--- src/rtl/adder_share_arb.sv ---
// Round-robin share of one LAT-deep adder across NREQ requesters; results tagged with requester id, LAT edges after issue, no result backpressure.
// Define ADD_ARB_FIXED_PRIO_EN for fixed lowest-index-wins priority instead of round-robin.
module adder_share_arb #(
  parameter int NREQ  = 4,
  parameter int WIDTH = 14,
  parameter int LAT   = 2,
  localparam int IDW  = $clog2(NREQ)
) (
  input  logic                  clk,
  input  logic                  rst_n,
  input  logic                  enable,
  input  logic [NREQ-1:0]       req_valid,
  input  logic [NREQ*WIDTH-1:0] req_a,
  input  logic [NREQ*WIDTH-1:0] req_b,
  output logic [NREQ-1:0]       req_ready,
  output logic [WIDTH-1:0]      add_a,
  output logic [WIDTH-1:0]      add_b,
  input  logic [WIDTH:0]        add_sum,
  output logic                  res_valid,
  output logic [IDW-1:0]        res_id,
  output logic [WIDTH:0]        res_sum,
  output logic                  busy,
  output logic [15:0]           issue_cnt
);

  logic           grant_vld;
  logic [IDW-1:0] grant_id;

  logic [LAT-1:0] tag_vld_q;
  logic [IDW-1:0] tag_id_q [LAT];
  logic [15:0]    issue_cnt_q, issue_cnt_d;

`ifdef ADD_ARB_FIXED_PRIO_EN
  always_comb begin
    grant_vld = 1'b0;
    grant_id  = '0;
    // Descending scan so the lowest valid index is the final assignment.
    for (int i = NREQ - 1; i >= 0; i--) begin
      if (req_valid[i]) begin
        grant_vld = 1'b1;
        grant_id  = IDW'(i);
      end
    end
    if (!enable || !rst_n) begin
      grant_vld = 1'b0;
      grant_id  = '0;
    end
  end
`else
  logic [IDW-1:0] last_q, last_d;
  logic [IDW-1:0] cand;

  always_comb begin
    grant_vld = 1'b0;
    grant_id  = '0;
    cand      = '0;
    // Scan offsets from far to near so the nearest one after last wins.
    for (int k = NREQ; k >= 1; k--) begin
      cand = IDW'((int'(last_q) + k) % NREQ);
      if (req_valid[cand]) begin
        grant_vld = 1'b1;
        grant_id  = cand;
      end
    end
    if (!enable || !rst_n) begin
      grant_vld = 1'b0;
      grant_id  = '0;
    end
  end

  assign last_d = grant_vld ? grant_id : last_q;

  always_ff @(posedge clk or negedge rst_n) begin
    if (!rst_n) begin
      last_q <= IDW'(NREQ - 1);
    end else begin
      last_q <= last_d;
    end
  end
`endif

  always_comb begin
    req_ready = '0;
    add_a     = '0;
    add_b     = '0;
    if (grant_vld) begin
      req_ready[grant_id] = 1'b1;
      add_a = req_a[grant_id*WIDTH +: WIDTH];
      add_b = req_b[grant_id*WIDTH +: WIDTH];
    end
  end

  assign issue_cnt_d = issue_cnt_q + {15'd0, grant_vld};

  // Tag pipe never stalls; it mirrors the adder's depth so ids line up with sums.
  always_ff @(posedge clk or negedge rst_n) begin
    if (!rst_n) begin
      tag_vld_q   <= '0;
      issue_cnt_q <= '0;
      for (int i = 0; i < LAT; i++) tag_id_q[i] <= '0;
    end else begin
      tag_vld_q[0] <= grant_vld;
      tag_id_q[0]  <= grant_id;
      for (int i = 1; i < LAT; i++) begin
        tag_vld_q[i] <= tag_vld_q[i-1];
        tag_id_q[i]  <= tag_id_q[i-1];
      end
      issue_cnt_q <= issue_cnt_d;
    end
  end

  assign res_valid = tag_vld_q[LAT-1];
  assign res_id    = tag_id_q[LAT-1];
  assign res_sum   = res_valid ? add_sum : '0;
  assign busy      = |tag_vld_q;
  assign issue_cnt = issue_cnt_q;

endmodule

--- config.mk ---
export PLATFORM = sky130hd
export DESIGN_NAME = adder_share_arb
export DESIGN_NICKNAME = d
export VERILOG_FILES = /design/src/rtl/adder_share_arb.sv
export SDC_FILE = /design/constraint.sdc
export NUM_CORES = 1
export LEC_CHECK = 0
export CORE_UTILIZATION = 27
export CTS_CLUSTER_DIAMETER = 200
export DETAILED_ROUTE_END_ITERATION = 10
export PLACE_DENSITY_LB_ADDON = 0.05
export SYNTH_ARGS = -nofsm -noshare
export SYNTH_HDL_FRONTEND = slang
export SYNTH_SLANG_ARGS = --single-unit
--- constraint.sdc ---
create_clock -name clk -period 3.14 [get_ports clk]
set_input_delay 0.471 -clock clk [delete_from_list [all_inputs] [get_ports clk]]
set_output_delay 0.471 -clock clk [all_outputs]
set_load 0.02 [all_outputs]
After elaboration in Yosys (flattened, before gate mapping)

Index checks and enable logic that the tools add are counted.

Register bits: 24
Output and inout bits: 67
Logic and storage cells: 48

$add $sub $neg: 5
Multiply operators: 1
Order comparisons: 6
Shifts and indexed selects: 2
Mux-type cells: 24
Reduce and logical (&&, ||, !) cells: 5

Operator list:

| operator                                                                            | number |
|---|---|
| 56-bit by 7-bit variable part select with 14-bit output                             | 2 |
| 14-bit 2-to-1 mux                                                                   | 2 |
| 16-bit by 1-bit adder with 16-bit output                                            | 1 |
| 2-bit by 3-bit < comparator with 1-bit output, second input constant                | 5 |
| 15-bit 2-to-1 mux                                                                   | 1 |
| 1-bit 2-to-1 mux                                                                    | 10 |
| 2-bit 2-to-1 mux                                                                    | 5 |
| 1-bit binary-select mux with 2-bit select                                           | 4 |
| 2-bit by 3-bit multiplier with 5-bit output, second input constant                  | 1 |
| 2-bit by 1-bit adder with 2-bit output, second input constant                       | 2 |
| 2-bit adder, second input constant                                                  | 2 |
| 4-bit 2-to-1 mux                                                                    | 1 |
| 1-bit demux with 2-bit select                                                       | 1 |
| 2-bit by 1-bit greater-or-equal comparator with 1-bit output, second input constant | 1 |
| 1-bit logical NOT                                                                   | 2 |
| 2-bit OR reduction                                                                  | 1 |
| 1-bit logical AND                                                                   | 1 |
| 1-bit logical OR                                                                    | 1 |

Logic depth before layout (Yosys ltp)

Gate-level depths: netlist of run 1.

Word-level depth: 13
Depth in mapped cells: 9

Least setup slack after synthesis of run 1

No wires, ideal clock.

Path kind: input -> output
Start: input req_valid[1]
End: output add_a[0]
Arrival: 1.770 ns
Required time: 2.669 ns
Slack: 0.899 ns
Cell stages on the path: 5
Path through: or2_1 > a311oi_1 > o31ai_2 > clkbuf_1 > o22ai_1

Word-level cells in the longest chain between the ends: 10

Ends and longest elaborated chain:

| element                                                 | line | source |
|---|---|---|
| start, declared                                         | 12   | `input logic [NREQ-1:0] req_valid,` |
| 1-bit binary-select mux with 2-bit select               | 60   | `if (req_valid[cand]) begin` |
| 1-bit 2-to-1 mux (implied by the code)                  | 60   |  |
| 2-bit 2-to-1 mux (4 in a row)                           | 60   |  |
| 2-bit 2-to-1 mux                                        | 65   | `if (!enable \|\| !rst_n) begin` |
| 2-bit by 3-bit multiplier with 5-bit output             | 88   | `add_a = req_a[grant_id*WIDTH +: WIDTH];` |
| 56-bit by 7-bit variable part select with 14-bit output | 88   |  |
| 14-bit 2-to-1 mux (*)                                   | 86   | `if (grant_vld) begin` |
| end, declared                                           | 16   | `output logic [WIDTH-1:0] add_a,` |

Mark *: on every way between the ends. The rest lies on a longest branch, timed or not. The select of a mux whose other input is x is not followed.

Worst setup path after layout of run 1

Start: input req_valid[0]
End: output add_b[0]

Word-level cells in the longest chain between the ends: 10

Ends and longest elaborated chain:

| element                                                 | line | source |
|---|---|---|
| 1-bit binary-select mux with 2-bit select               | 60   |  |
| 1-bit 2-to-1 mux (implied by the code)                  | 60   |  |
| 2-bit 2-to-1 mux (4 in a row)                           | 60   |  |
| 2-bit 2-to-1 mux                                        | 65   |  |
| 2-bit by 3-bit multiplier with 5-bit output             | 89   | `add_b = req_b[grant_id*WIDTH +: WIDTH];` |
| 56-bit by 7-bit variable part select with 14-bit output | 89   |  |
| 14-bit 2-to-1 mux (*)                                   | 86   |  |
| end, declared                                           | 17   | `output logic [WIDTH-1:0] add_b,` |

Marks and branches as above.

==> impl_metrics.ini, run 1 <==
[power_and_ir_drop]
vdd.ir_drop.worst_mv = 0.195
power_density_nw_per_um2 = 328
leakagePower_nw = 2.12

[synth]
synth_edf_count = 0
yosysSeqAreaShare = 0.287
syn_avg_cell_area_sq_um = 10.1
synth.most_common_cell = mux2i_1
synth_common_cells = mux2i_1 (56), dfrtp_1 (22), o22ai_1 (20), and2_1 (15)
synth.net_count = 346
syn_area_sq_um = 2100
ys_top_cells_by_area = mux2i_1 (27%), dfrtp_1 (26%), o22ai_1 (6.0%)
yosysTopAreaCell = mux2i_1
ys_warn_count = 0
ys_seq_elements = 24
ys_async_sr_fraction = 1.00
synth_top_area_frac = 0.267
syn_inst = 209
synth.distinct_cells = 37
synth_flop_cell = dfrtp_1

[grt]
grt_overflow_total = 0
antenna_found_initial = 0
grt_max_degree = 34
grt_use_total = 0.176
grt_pass1_wl_um = 11500
grt_pass1_vias = 2353

[place]
dpl.cell_count = 501
dp_hpwl_um = 6000
globalplace.congestion = 0.794
dp_slack_ns = -0.135
port_buffers = 200

[layout]
areaGrowthSynthToFinish_pct = 103
diodes = 0
fillCellCount = 675
final_util = 0.577
final_cells = 505
layout-drive-gt1-share = 0.0764
fin_nets = 544

[worst_setup_path]
critPathMaxFanout = 33
critPathBufInv = 4
start_kind = primary input
max_stage_delay_ns = 0.56
slowest_stage = clkdlybuf4s50_1
critical-path-top-delay-family = buffers and inverters
crit_type = in2out
path_cells = clkdlybuf4s50_1 -> inv_1 -> a31o_1 -> o211ai_4 -> buf_12 -> mux2i_2 -> o22ai_1 -> dlygate4sd2_1
crit_arrival_ns = 2.54
crit_required_ns = 2.67
crit_path_end_kind = primary output

[route]
vias_per_cell = 4.65
wl_per_cell_um = 14.5
drc = 0
drtAntennaViolNets = 0
vias = 2348
dr.pass1.iters = 4
postRouteWirelength_um = 7310
first_iter_violations = 23

[sta]
tightest_slew_ns = 0.461
relSlewSlack = 0.691
clock_skew_ns = 0.00181
setup_slack_ns = 0.134
clock.fmax_ghz = 0.333
setup_viol = 0
finalHoldViolCount = 0
finalCriticalPeriod_ns = 3.01
timing.final.max_slew_violations = 0
fin_crit_sh = 0.957
rsz0062_at_grt = no

[min_path]
hold_path_class = reg2reg

[run_status]
status = finished clean

[cts]
h-tree-depth = 1
post_cts.repair.setup_buffers = 0
tritoncts = yes
clock_sinks = 24
cts.clk_slew.worst_paths_ns = 0.08
cts_buffers = 3
ctsHoldBuffers = 0
clock_latency_ns = 0.27
cts-root-buf = clkbuf_8
cts_max_path_buffers = 2

[floorplan]
core_sq_um = 7370
num_rows = 31
io_pins = 201
start_util = 0.285
dieArea_sq_um = 8140
fp.dieW_um = 90.2
die_h_um = 90.2

[job]
max_cap_viol_count = 0
[layout by cell type (no fill, tap or decap), drive strengths merged, types with 3 or more instances in the layout]
cell type,netlist,routed
and2,15,15
buf,14,10
clkbuf,3,3
clkdlybuf4s50,0,168
dfrtp,22,22
dlygate4sd2,0,30
ha,3,3
inv,5,5
mux2i,56,56
nand2,6,6
nand2b,3,3
nand3,9,9
nor2,9,9
nor3,3,3
o22ai,28,28
xnor2,9,9
xor2,5,5
[flip-flops by register name (all words and copies together) (netlist names)]
| register | count |
|---|---|
| tag_vld_q | 2 |
| issue_cnt | 16 |
| last_q | 2 |
| res_id | 2 |
| tag_id_q | 2 |
[metal layers]
metal | track usage | vias up | part of all wire
met2 | 0.328 | 129 | 0.52
li1 | - | 1155 | -
met4 | 0.0484 | 0 | 0.023
met5 | 0 | - | 0
met1 | 0.191 | 1052 | 0.38
met3 | 0.0508 | 12 | 0.077
[area by class of cell]
| class | instances | area (sq um) | share of cell area |
|---|---|---|---|
| Timing Repair Buffer | 210 | 2110 | 0.495 |
| Multi-Input combinational cell | 163 | 1330 | 0.313 |
| Sequential cell | 24 | 603 | 0.142 |
| Tap cell | 99 | 124 | 0.0291 |
| Clock buffer | 3 | 41.3 | 0.00970 |
| Clock inverter | 1 | 30.0 | 0.00706 |
| Inverter | 5 | 18.8 | 0.00441 |
[stage by stage]
stage	instance area [sq um]	power, mW	hold WS (ns)	setup TNS (ns)
3_5_place_dp	4210	1.17	0.347	-1.79
3_3_place_gp	4210	1.16	0.338	-1.85
2_1_floorplan	2100	0.777	0.175	0
5_1_grt	4260	1.48	0.376	0
4_1_cts	4250	1.42	0.367	0
6_report	4260	1.40	0.366	0
[what timing repair did]
| item | 4_1_cts | 5_1_grt |
|---|---|---|
| setup endpoints to repair | 30 | 3 |
| pin swaps | 0 | 0 |
| gates resized for setup | 31 | 3 |
[cells by family (layout without fill, tap and decap cells)]
kind of cell    Yosys count  count (layout)  synth area share
simple gates             51              51             0.131
xor+xnor                 14              14            0.0584
fa+ha+maj                 3               3            0.0179
buf+inv                  22             219            0.0911
flops                    24              24             0.287
mux                      56              56             0.267
compound gates           39              39             0.148
[worst paths after layout]
check	slack [ns]	from	end	depth (start not counted)
max	0.13	req_valid[0]	add_b[0]	8
min	0.37	tag_id_q[2]	res_id[0]	0
max reg2reg	1.45	last_q[1]	last_q[1]	7
min reg2reg	0.37	tag_id_q[2]	res_id[0]	0
max in group asynchronous	2.21	rst_n	last_q[1]	2
min in group asynchronous	0.64	rst_n	issue_cnt[9]	2
[power by group]
part	total (mW)	internal, mW	switching [mW]
Clock	0.271	0.170	0.100
Combinational	0.708	0.399	0.308
Sequential	0.417	0.360	0.0576
(Power assumes the default switching activity.)
==> run 2, diff against run 1 <==
--- a/config.mk
+++ b/config.mk
@@ -5,6 +5,7 @@
 export SDC_FILE = /design/constraint.sdc
 export NUM_CORES = 1
 export LEC_CHECK = 0
+export ABC_AREA = 1
 export CORE_UTILIZATION = 27
 export CTS_CLUSTER_DIAMETER = 200
 export DETAILED_ROUTE_END_ITERATION = 10
==> constraint.sdc (replaced) <==
create_clock -name clk -period 2.6 [get_ports clk]
set_input_delay 0.39 -clock clk [delete_from_list [all_inputs] [get_ports clk]]
set_output_delay 0.39 -clock clk [all_outputs]
set_load 0.02 [all_outputs]
==> impl_metrics.ini, run 2 <==
[run_status]
status = complete, but fails checks
violations = setup timing

[synth]
syn_area_sq_um = 2530
ys_async_sr_fraction = 1.00
ys_top_cells_by_area = dfrtp_1 (22%), nand2_1 (15%), inv_1 (14%)
yosysTopAreaCell = dfrtp_1
syn_avg_cell_area_sq_um = 6.14
synth_flop_cell = dfrtp_1
synth_common_cells = nand2_1 (102), inv_1 (97), nand3_1 (51), a21oi_1 (29), dfrtp_1 (22)
syn_inst = 413
ys_seq_elements = 24
ys_warn_count = 0
synth.net_count = 550
synth.most_common_cell = nand2_1
synth_edf_count = 0
yosysSeqAreaShare = 0.238
synth.distinct_cells = 30
synth_top_area_frac = 0.217

[floorplan]
dieArea_sq_um = 9780
fp.dieW_um = 98.9
core_sq_um = 8890
io_pins = 201
start_util = 0.285
num_rows = 34
die_h_um = 98.9

[sta]
fin_crit_sh = 1.03
rsz0062_at_grt = yes
clock_skew_ns = 0.00261
holdWs_ns = 0.353
final.setup.tns_ns = -1.62
finalCriticalPeriod_ns = 2.68
relSlewSlack = 0.696
clock.fmax_ghz = 0.373
tightest_slew_ns = 0.456
setup_viol = 29
setup_slack_ns = -0.0825
finalHoldViolCount = 0
timing.final.max_slew_violations = 0

[cts]
h-tree-depth = 1
clock_latency_ns = 0.27
tritoncts = yes
cts-root-buf = clkbuf_8
cts_buffers = 3
cts_max_path_buffers = 2
cts.clk_slew.worst_paths_ns = 0.08
clock_sinks = 24
ctsHoldBuffers = 0

[grt]
grt_use_total = 0.188
grt_max_degree = 27
grt_overflow_total = 0
grt_pass1_wl_um = 15000
grt_pass1_vias = 3269
antenna_found_initial = 0

[place]
port_buffers = 200
dp_hpwl_um = 7320
globalplace.congestion = 0.926
dp_slack_ns = -0.512

[worst_setup_path]
crit_path_end_kind = primary output
crit_required_ns = 2.21
regToRegSetupSlack_ns = 0.03
start_kind = flip-flop
path_cells = buf_6 -> inv_8 -> nand2_2 -> nand2_2 -> nand2_2 -> nand2_1 -> inv_2 -> nand3_2 -> nand2_2 -> clkinv_4 -> nand2_8 -> clkbuf_16 -> nand2_1 -> o211ai_1 -> nand2_1 -> buf_6
rr_worst_depth = 17
critPathBufInv = 6
critPathMaxFanout = 11
reg2reg_to = issue_cnt[8]
crit_arrival_ns = 2.29
crit_type = reg2out
slowest_stage = dfstp_2
path_common_cell = nand2_2
max_stage_delay_ns = 0.54
critical-path-top-delay-family = simple AND/OR/NAND/NOR gates
worstReg2RegStart = last_q[0]

[job]
max_cap_viol_count = 0

[layout]
diodes = 0
fin_nets = 780
final_cell_mix = clkdlybuf4s50_1 (167), inv_1 (95), nand2_1 (88)
areaGrowthSynthToFinish_pct = 112
layout-drive-gt1-share = 0.236
final_util = 0.604
largest_register_ffs = 16
final_common_cell = clkdlybuf4s50_1

[min_path]
min_from = tag_id_q[3]
hold_path_class = reg2reg
holdPathStages = 0
min_to = res_id[1]

[route]
drtAntennaViolNets = 0
wl_per_cell_um = 13.2
vias_per_cell = 4.64
postRouteWirelength_um = 9920
drc = 0
dr.pass1.iters = 4
first_iter_violations = 74
vias = 3479

[power_and_ir_drop]
pwr-share-comb = 0.762
power_density_nw_per_um2 = 613
leakagePower_nw = 2.77
netSwitchingFraction = 0.468
clock_power_share = 0.067
switchingPower_mw = 1.54
power.total_mw = 3.29
vdd.ir_drop.worst_mv = 0.274
p_int_mw = 1.75
seq_power_share = 0.171
==> run 2: final cells by class <==
type | count | area [sq um]
Multi-Input combinational cell | 266 | 1680
Tap cell | 108 | 135
Fill cell | 817 | 3520
Inverter | 101 | 397
Timing Repair Buffer | 247 | 2520
Sequential cell | 24 | 603
Clock buffer | 3 | 41.3
==> run 2: stage by stage <==
| step | cells | area, sq um |
|---|---|---|
| 5_1_grt | 749 | 5370 |
| 4_1_cts | 740 | 5000 |
| 6_report | 749 | 5370 |
| 3_5_place_dp | 727 | 4840 |
| 2_1_floorplan | 413 | 2620 |
| 3_3_place_gp | 727 | 4840 |
==> run 2: power by group through the flow <==
| stage | logic (mW) | clock network [mW] | registers [mW] |
|---|---|---|---|
| floorplan | 1.16 | 0 | 0.599 |
| global placement | 2.06 | 0 | 0.573 |
| detailed placement | 2.08 | 0 | 0.575 |
| CTS | 2.23 | 0.226 | 0.550 |
| global route | 2.70 | 0.236 | 0.576 |
| finish | 2.51 | 0.221 | 0.563 |
==> run 2: worst reg2reg max path: cells and delay by family (launching register included) <==
family / cells / cell delay [ns]
buffers and inverters: 7 / 0.78
AOI/OAI and AO/OA: 1 / 0.34
xor gates and xnor gates: 1 / 0.13
DFF: 1 / 0.54
adders and majority gates: 2 / 0.31
and+or+nand+nor: 6 / 0.36
==> run 2: worst max path at each step <==
stage                             from             to  slack, ns  cells past startpoint
after floorplan              last_q[0]  issue_cnt[14]      -0.01                     18
after global placement    req_valid[1]       add_a[2]      -0.49                     15
after global routing         last_q[0]       add_b[5]      -0.20                     16
after CTS                    last_q[0]       add_b[3]      -0.08                     15
final                        last_q[0]      add_a[11]      -0.08                     16
after detailed placement  req_valid[3]       add_b[5]      -0.51                     12
==> run 2: what timing repair did <==
action	in CTS	in global routing
gates resized for setup	178	60
setup endpoints to repair	37	40
hold endpoints to repair	0	0
pin swaps	21	19
gates cloned	1	5
buffers inserted	9	4
==> run 2: logic make-up after synthesis <==
logic type | count (synthesis) | synth area share
flops | 24 | 0.238
compound gates | 62 | 0.146
xor+xnor | 13 | 0.0449
buf+inv | 124 | 0.217
simple gates | 187 | 0.340
fa+ha+maj | 3 | 0.0148
==> run 2: routing by layer <==
metal	up-vias	GRT usage	part of all wire
met1	1593	0.208	0.40
li1	1738	-	-
met4	0	0.0723	0.022
met2	133	0.356	0.52
met3	15	0.0305	0.062
met5	-	0	0
